**config.mk**
```make
export PLATFORM = sky130hd
export DESIGN_NAME = program_loader
export DESIGN_NICKNAME = d
export VERILOG_FILES = /design/src/rtl/program_loader.sv
export SDC_FILE = /design/constraint.sdc
export NUM_CORES = 1
export LEC_CHECK = 0
export ABC_AREA = 1
export BUFFER_PORTS_ARGS = -buffer_cell sky130_fd_sc_hd__buf_2
export CAP_MARGIN = 20
export CORE_ASPECT_RATIO = 0.9
export CORE_MARGIN = 1.5
export CORE_UTILIZATION = 58
export DETAILED_ROUTE_END_ITERATION = 16
export GPL_TIMING_DRIVEN = 0
export HOLD_SLACK_MARGIN = 0.05
export PLACE_DENSITY_LB_ADDON = 0.15
export SLEW_MARGIN = 20
export SYNTH_ARGS = -nofsm -noshare
export SYNTH_HDL_FRONTEND = slang
export SYNTH_SLANG_ARGS = --single-unit
```
**constraint.sdc**
```tcl
create_clock -name clk -period 1.7 [get_ports clk]
set_input_delay 0.17 -clock clk [delete_from_list [all_inputs] [get_ports clk]]
set_output_delay 0.17 -clock clk [all_outputs]
set_load 0.005 [all_outputs]
```
**src/rtl/program_loader.sv**
```systemverilog
// Serial boot loader: receives a word-count header and 32-bit words over an 8N1 line
// and writes them into instruction memory, holding the CPU in reset until loading is complete.
module program_loader #(
  parameter int CLKS_PER_BIT = 16
) (
  input  logic        clk,
  input  logic        clr,
  input  logic        rx,
  output logic        mem_wen,
  output logic [7:0]  mem_addr,
  output logic [31:0] mem_data,
  output logic        cpu_clr,
  output logic        done,
  output logic        err
);

  localparam int CW = (CLKS_PER_BIT > 1) ? $clog2(CLKS_PER_BIT) : 1;
  localparam logic [CW-1:0] CNT_FULL = CW'(CLKS_PER_BIT - 1);
  localparam logic [CW-1:0] CNT_HALF = CW'(CLKS_PER_BIT / 2 - 1);

  localparam logic [1:0] RX_IDLE  = 2'd0;
  localparam logic [1:0] RX_START = 2'd1;
  localparam logic [1:0] RX_DATA  = 2'd2;
  localparam logic [1:0] RX_STOP  = 2'd3;

  localparam logic [1:0] HDR  = 2'd0;
  localparam logic [1:0] WORD = 2'd1;
  localparam logic [1:0] DONE = 2'd2;
  localparam logic [1:0] ERR  = 2'd3;

  logic          rx_s1, rx_s2, rx_prev;
  logic [1:0]    rx_state;
  logic [CW-1:0] cnt;
  logic [2:0]    bit_idx;
  logic [7:0]    rx_byte;
  logic          byte_ok, frame_err;

  logic [1:0]    state;
  logic [1:0]    byte_idx;
  logic [23:0]   word_sr;
  logic [7:0]    last_idx;

  // Sync flops reset high so releasing clr never looks like a falling start edge.
  always_ff @(posedge clk or negedge clr) begin
    if (!clr) begin
      rx_s1   <= 1'b1;
      rx_s2   <= 1'b1;
      rx_prev <= 1'b1;
    end else begin
      rx_s1   <= rx;
      rx_s2   <= rx_s1;
      rx_prev <= rx_s2;
    end
  end

  // Start needs a real high-to-low edge, so a held-low break yields only one frame.
  always_ff @(posedge clk or negedge clr) begin
    if (!clr) begin
      rx_state <= RX_IDLE;
      cnt      <= '0;
      bit_idx  <= '0;
      rx_byte  <= '0;
    end else begin
      case (rx_state)
        RX_IDLE: begin
          if (rx_prev && !rx_s2) begin
            rx_state <= RX_START;
            cnt      <= '0;
          end
        end
        RX_START: begin
          if (cnt == CNT_HALF) begin
            cnt      <= '0;
            bit_idx  <= '0;
            rx_state <= rx_s2 ? RX_IDLE : RX_DATA;
          end else begin
            cnt <= cnt + 1'b1;
          end
        end
        RX_DATA: begin
          if (cnt == CNT_FULL) begin
            cnt     <= '0;
            rx_byte <= {rx_s2, rx_byte[7:1]};
            if (bit_idx == 3'd7) rx_state <= RX_STOP;
            else                 bit_idx  <= bit_idx + 3'd1;
          end else begin
            cnt <= cnt + 1'b1;
          end
        end
        default: begin
          if (cnt == CNT_FULL) begin
            cnt      <= '0;
            rx_state <= RX_IDLE;
          end else begin
            cnt <= cnt + 1'b1;
          end
        end
      endcase
    end
  end

  assign byte_ok   = (rx_state == RX_STOP) && (cnt == CNT_FULL) &&  rx_s2;
  assign frame_err = (rx_state == RX_STOP) && (cnt == CNT_FULL) && !rx_s2;

  // last_idx holds N-1, so a header of 0 naturally becomes 255 (256 words).
  always_ff @(posedge clk or negedge clr) begin
    if (!clr) begin
      state    <= HDR;
      mem_wen  <= 1'b0;
      mem_addr <= '0;
      mem_data <= '0;
      byte_idx <= '0;
      word_sr  <= '0;
      last_idx <= '0;
    end else begin
      mem_wen <= 1'b0;
      if (mem_wen) begin
        mem_addr <= mem_addr + 8'd1;
        if (mem_addr == last_idx) state <= DONE;
      end
      case (state)
        HDR: begin
          if (frame_err) begin
            state <= ERR;
          end else if (byte_ok) begin
            last_idx <= rx_byte - 8'd1;
            byte_idx <= '0;
            state    <= WORD;
          end
        end
        WORD: begin
          if (frame_err) begin
            state <= ERR;
          end else if (byte_ok) begin
            word_sr  <= {word_sr[15:0], rx_byte};
            byte_idx <= byte_idx + 2'd1;
            if (byte_idx == 2'd3) begin
              mem_wen  <= 1'b1;
              mem_data <= {word_sr, rx_byte};
            end
          end
        end
        default: ;
      endcase
    end
  end

  assign done    = (state == DONE);
  assign err     = (state == ERR);
  assign cpu_clr = (state != DONE);

endmodule

```
==> results of run 1 <==
## power groups by stage
| stage | logic, mW | clock network (mW) | registers (mW) |
|---|---|---|---|
| floorplan | 0.397 | 0 | 2.56 |
| global placement | 0.509 | 0 | 2.58 |
| detailed placement | 0.547 | 0 | 2.59 |
| CTS | 0.603 | 1.69 | 2.54 |
| global route | 0.762 | 1.77 | 2.57 |
| finish | 0.658 | 1.66 | 2.55 |
## sequential cells by signal, indices dropped and copies added, names as in the netlist, 3 cells and up
register,count
bit_idx,3
word_sr,24
cnt,4
last_idx,8
mem_data,32
mem_addr,8
rx_byte,8
## layer usage
metal,track usage,vias to the layer above,wire length (µm)
met1,0.325,1564,4050
met3,0.0504,11,439
met5,0,-,0
li1,-,1570,-
met2,0.383,73,4170
met4,0.0783,0,98
## critical path, cell delays in order (launching register included)
cell and delay, ps:
dfrtp_1 370, ha_2 190, nand2_2 70, inv_2 90, nand2_4 60, nor3_4 150, nand2_2 110, inv_4 90
nand2_2 80, buf_6 160, buf_8 140, nand2_1 60, o21ai_0 80
## metrics by stage
| step | setup TNS (ps) | hold WS (ps) | util | worst slack, ps | instances |
|---|---|---|---|---|---|
| floorplan | 0 | -126 | - | 101 | 448 |
| global placement | -45030 | 275 | 0.662 | -462 | 584 |
| detailed placement | -4030 | 51.5 | 0.667 | -162 | 585 |
| CTS | -2090 | 226 | 0.733 | -72.2 | 614 |
| global route | -8690 | 254 | 0.749 | -190 | 618 |
| finish | -2010 | 228 | 0.749 | -72.0 | 618 |
## layout make-up
type                       instances  area [µm²]  area share
tap                               90         113      0.0223
timing repair buffer              64         424      0.0841
sequential                        97        2430       0.482
multi-input combinational        281        1490       0.295
clock buffer                       9         124      0.0246
timing repair inverter             1        5.00    0.000993
buffer                            12         133      0.0263
inverter                          57         224      0.0444
clock inverter                     7         101      0.0201
## synthesized netlist by cell type, types with 4 or more instances
master | n | share of area
nand3_1 | 13 | 0.016
clkbuf_1 | 5 | 0.0046
inv_1 | 53 | 0.048
nand2_1 | 138 | 0.13
buf_6 | 6 | 0.016
dfrtp_1 | 94 | 0.57
ha_1 | 6 | 0.018
nor3_1 | 4 | 0.0049
o21ai_1 | 20 | 0.024
o21ai_2 | 5 | 0.011
nor2_1 | 18 | 0.016
nand4_1 | 4 | 0.0061
xor2_1 | 16 | 0.034
o21ai_0 | 46 | 0.056
nand2_2 | 4 | 0.0061
## repair_timing
item,in CTS,in global routing
hold buffers,2,0
pin swaps,3,4
endpoints found under the hold margin,95,0
gates resized for setup,37,34
setup buffers,9,5
endpoints found under the setup margin,65,75
gates cloned,3,1
## layout by cell type (no fill, tap or decap), types with 10 or more instances in the layout
master | netlist | routed
dfrtp_1 | 94 | 94
clkbuf_8 | 0 | 10
o21ai_1 | 20 | 25
nand2_1 | 138 | 120
nor2_1 | 18 | 17
inv_1 | 53 | 52
buf_2 | 2 | 46
o21ai_0 | 46 | 34
xor2_1 | 16 | 16
nand3_1 | 13 | 13
o21ai_2 | 5 | 12
buf_4 | 0 | 12
nand2_2 | 4 | 16
## worst max-delay path by stage
stage | to | cells past startpoint | slack (ps)
6_report | word_sr[23] | 12 | -70
5_1_grt | word_sr[8] | 12 | -190
4_1_cts | mem_data[18] | 12 | -70
3_5_place_dp | mem_data[13] | 10 | -160
3_3_place_gp | mem_data[13] | 1 | -460
2_1_floorplan | mem_data[16] | 12 | 100
## kinds of logic after synthesis
family	after synthesis	share of synthesized area
adders and majority gates	6	0.0183
AOI/OAI and AO/OA	76	0.0986
buffers and inverters	70	0.0758
DFF	97	0.591
and+or+nand+nor	183	0.182
xor gates and xnor gates	16	0.0341
==> results.json, run 1 <==
{
  "placed_area_um2": 4490,
  "htree_levels": 3,
  "final_cell_area_um2": 5040,
  "die_w_um": 91.7,
  "power_frac_comb": 0.135,
  "clock_sinks": 97,
  "cts_tree": "built",
  "power_switching_mw": 1.35,
  "num-fill-cells": 502,
  "nets": 532,
  "p_int_mw": 3.52,
  "port_buffers": 46,
  "gp_congestion": 0.806,
  "root_buffer": "clkbuf_8",
  "status": "finished, violations left",
  "start_util": 0.611,
  "cts_buffer_depth": 2,
  "grt.total_usage": 0.238,
  "wl_per_cell_um": 14.2,
  "cts_inserted_buffers": 9,
  "yosys_most_used_dff": "dfrtp_1",
  "period_minus_slack_ps": 1770,
  "r2r.worst_path.cells": 12,
  "drc": 0,
  "worstSetupPathType": "flop to flop",
  "area_growth_pct": 22.6,
  "cp-startpoint": "cnt[0]",
  "worstSkewPairLatency_ps": 360,
  "p_leak_nw": 2.57,
  "setup_viol": 41,
  "synth_fp_nets": 457,
  "timing.rr.start": "cnt[0]",
  "hp-class": "input port to asynchronous set/reset pin",
  "yosys_warnings": 0,
  "finClkSkew_ps": 10.9,
  "async_reset_ff_frac": 1.00,
  "startpoint_type": "flop",
  "dieArea_um2": 7600,
  "clk_pin_slew_ps": 100,
  "antenna_cells": 0,
  "core_area_um2": 6730,
  "worstMarginPinSlew_ps": 401,
  "sw_frac_of_total": 0.277,
  "power_density_nw_per_um2": 966,
  "clock_power_share": 0.340,
  "avgSynthCellArea_um2": 9.17,
  "rsz0062_at_grt": "true",
  "ir_drop_mv": 0.770,
  "failed_checks": "negative setup slack",
  "dr.pass1.iters": 4,
  "yosysSeqAreaShare": 0.591,
  "wl_um": 8750,
  "power_mw": 4.87,
  "p_seq_frac": 0.525,
  "antenna_left": 0,
  "critPathRequiredTime_ps": 1950,
  "fmax_ghz": 0.564,
  "design.portCount": 47,
  "arrival_ps": 2020,
  "setup_slack_ps": -72.0,
  "cp_max_fo": 10,
  "synth.distinct_cells": 24,
  "r2r_end": "word_sr[23]",
  "die_h_um": 82.9,
  "synth_cells": 448,
  "grt_first_pass_wirelength_um": 14400,
  "num_rows": 28,
  "overflow": 0,
  "syn-cell-area_um2": 4110,
  "layout-drive-gt1-share": 0.259,
  "slew_headroom": 0.732,
  "period_share": 1.04,
  "antenna_found_initial": 0,
  "grt_max_degree": 71,
  "synth_edf_count": 0,
  "grt_pass1_vias": 3148,
  "synth-seq-cells": 97,
  "dpl.hpwl_um": 5760,
  "cap_violations": 0,
  "r2r_slack_ps": -70,
  "drv_slew": 0,
  "cp-end-kind": "flop",
  "routed-via-count": 3218,
  "drtIter0Drc": 208,
  "vias_per_cell": 5.21,
  "hold_violations": 0
}
(Power assumes the default switching activity.)
==> run 2: changes to the inputs <==
--- a/config.mk
+++ b/config.mk
@@ -10,7 +10,7 @@
 export CAP_MARGIN = 20
 export CORE_ASPECT_RATIO = 0.9
 export CORE_MARGIN = 1.5
-export CORE_UTILIZATION = 58
+export CORE_UTILIZATION = 52
 export DETAILED_ROUTE_END_ITERATION = 16
 export GPL_TIMING_DRIVEN = 0
 export HOLD_SLACK_MARGIN = 0.05
==> results.json, run 2 (synthesis results as in run 1) <==
{
  "cp_cell_sequence": "ha_2 > nand2_2 > inv_2 > nand2_4 > nor3_4 > nand2_2 > inv_4 > nand3_4 > buf_12 > clkbuf_16 > nand2_2 > o21ai_1",
  "hold_violations": 0,
  "grt_util_met3": 0.0482,
  "antenna_left": 0,
  "regMostFlops": "mem_data",
  "clk_pin_slew_ps": 90,
  "use_met2": 0.333,
  "largest_reg_flops": 32,
  "startpoint_type": "flop",
  "arrival_ps": 2030,
  "num-fill-cells": 584,
  "drv_slew": 0,
  "power_density_nw_per_um2": 880,
  "cap_violations": 0,
  "failed_checks": "negative setup slack",
  "vias_per_cell": 5.04,
  "core_area_um2": 7580,
  "fmax_ghz": 0.563,
  "start_util": 0.542,
  "period_share": 1.04,
  "setup_viol": 48,
  "path_common_cell": "nand2_2",
  "cts_tree": "built",
  "p_leak_nw": 2.63,
  "gr-usage-met1": 0.306,
  "rsz0062_at_grt": "true",
  "top_regs": "mem_data (32), word_sr (24)",
  "worstSkewPairLatency_ps": 380,
  "grt.busiest_layer": "met2",
  "final_cell_mix": "103 x nand2_1, 94 x dfrtp_1, 52 x inv_1",
  "antenna_found_initial": 0,
  "design.portCount": 47,
  "grt.total_usage": 0.217,
  "setup_slack_ps": -75.3,
  "antenna_cells": 0,
  "critPathRequiredTime_ps": 1950,
  "dpl.hpwl_um": 5790,
  "holdWs_ps": 262,
  "wl_per_cell_um": 14.1,
  "num_rows": 30,
  "critPathTopFamily": "simple AND/OR/NAND/NOR gates",
  "cp-end-kind": "flop",
  "grt_pass1_vias": 3002,
  "cts_buffer_depth": 2,
  "cp_max_fo": 8,
  "status": "finished, violations left",
  "dr.pass1.iters": 4,
  "drc": 0,
  "cp.buffers_inverters": 4,
  "die_w_um": 96.7,
  "worstSetupPathType": "flop to flop",
  "slew_headroom": 0.740,
  "wl_um": 8850,
  "critical-path-max-stage-delay_ps": 370,
  "worstMarginPinSlew_ps": 390,
  "layout-drive-gt1-share": 0.306,
  "ir_drop_mv": 0.814,
  "htree_levels": 3,
  "grt_max_degree": 59,
  "finClkSkew_ps": 14.9,
  "cts_inserted_buffers": 9,
  "port_buffers": 46,
  "period_minus_slack_ps": 1780,
  "area_growth_pct": 26.7,
  "grt_first_pass_wirelength_um": 14500,
  "nets": 534,
  "gp_congestion": 0.833,
  "crit_path_top_delay_cell": "dfrtp_1",
  "final_common_cell": "nand2_1",
  "routed-via-count": 3158,
  "clock_sinks": 97,
  "drtIter0Drc": 184,
  "hp-class": "input port to asynchronous set/reset pin",
  "die_h_um": 87.3,
  "root_buffer": "clkbuf_8",
  "dieArea_um2": 8450,
  "power_mw": 4.58,
  "overflow": 0
}
[run 2: timing repair]
action,4_1_cts,5_1_grt
buffers inserted,6,6
pin swaps,0,7
hold buffers,2,0
resized for setup,15,96
endpoints found under the hold margin,40,0
setup endpoints to repair,65,77
cloned,1,4
[run 2: worst paths after layout]
kind / from / endpoint / slack, ps / depth (start not counted)
max: cnt[0] / mem_data[21] / -80 / 12
min: clr / mem_addr[6] / 260 / 2
max reg2reg: cnt[0] / mem_data[21] / -80 / 12
min reg2reg: rx_s1 / rx_s2 / 360 / 0
max in group asynchronous: clr / word_sr[2] / 830 / 3
min in group clk: rx_s1 / rx_s2 / 360 / 0
[run 2: area by class of cell]
class,count,area (µm²),share of cell area
Buffer,13,145,0.0279
Inverter,57,221,0.0425
Timing Repair Buffer,66,497,0.0954
Multi-Input combinational cell,281,1610,0.309
Tap cell,96,120,0.0231
Sequential cell,97,2430,0.467
Clock buffer,9,124,0.0238
Clock inverter,7,61.3,0.0118
[run 2: metrics by stage]
stage / area [µm²] / worst slack, ps / utilization / cells / setup TNS, ps
global placement: 4460 / -514 / 0.588 / 590 / -50390
detailed placement: 4490 / -155 / 0.593 / 591 / -5540
CTS: 4820 / -38.8 / 0.635 / 616 / -455
global route: 5210 / -179 / 0.687 / 626 / -7700
floorplan: 4110 / 101 / - / 448 / 0
finish: 5210 / -75.3 / 0.687 / 626 / -1590
[run 2: power by group]
part / switching (mW) / internal (mW) / total, mW
Sequential: 0.115 / 2.43 / 2.55
Combinational: 0.389 / 0.222 / 0.611
Clock: 0.864 / 0.560 / 1.42
[run 2: routing by layer]
layer | vias up | routed length (µm)
met4 | 0 | 155
li1 | 1561 | -
met3 | 16 | 274
met5 | - | 0
met1 | 1517 | 4360
met2 | 64 | 4060
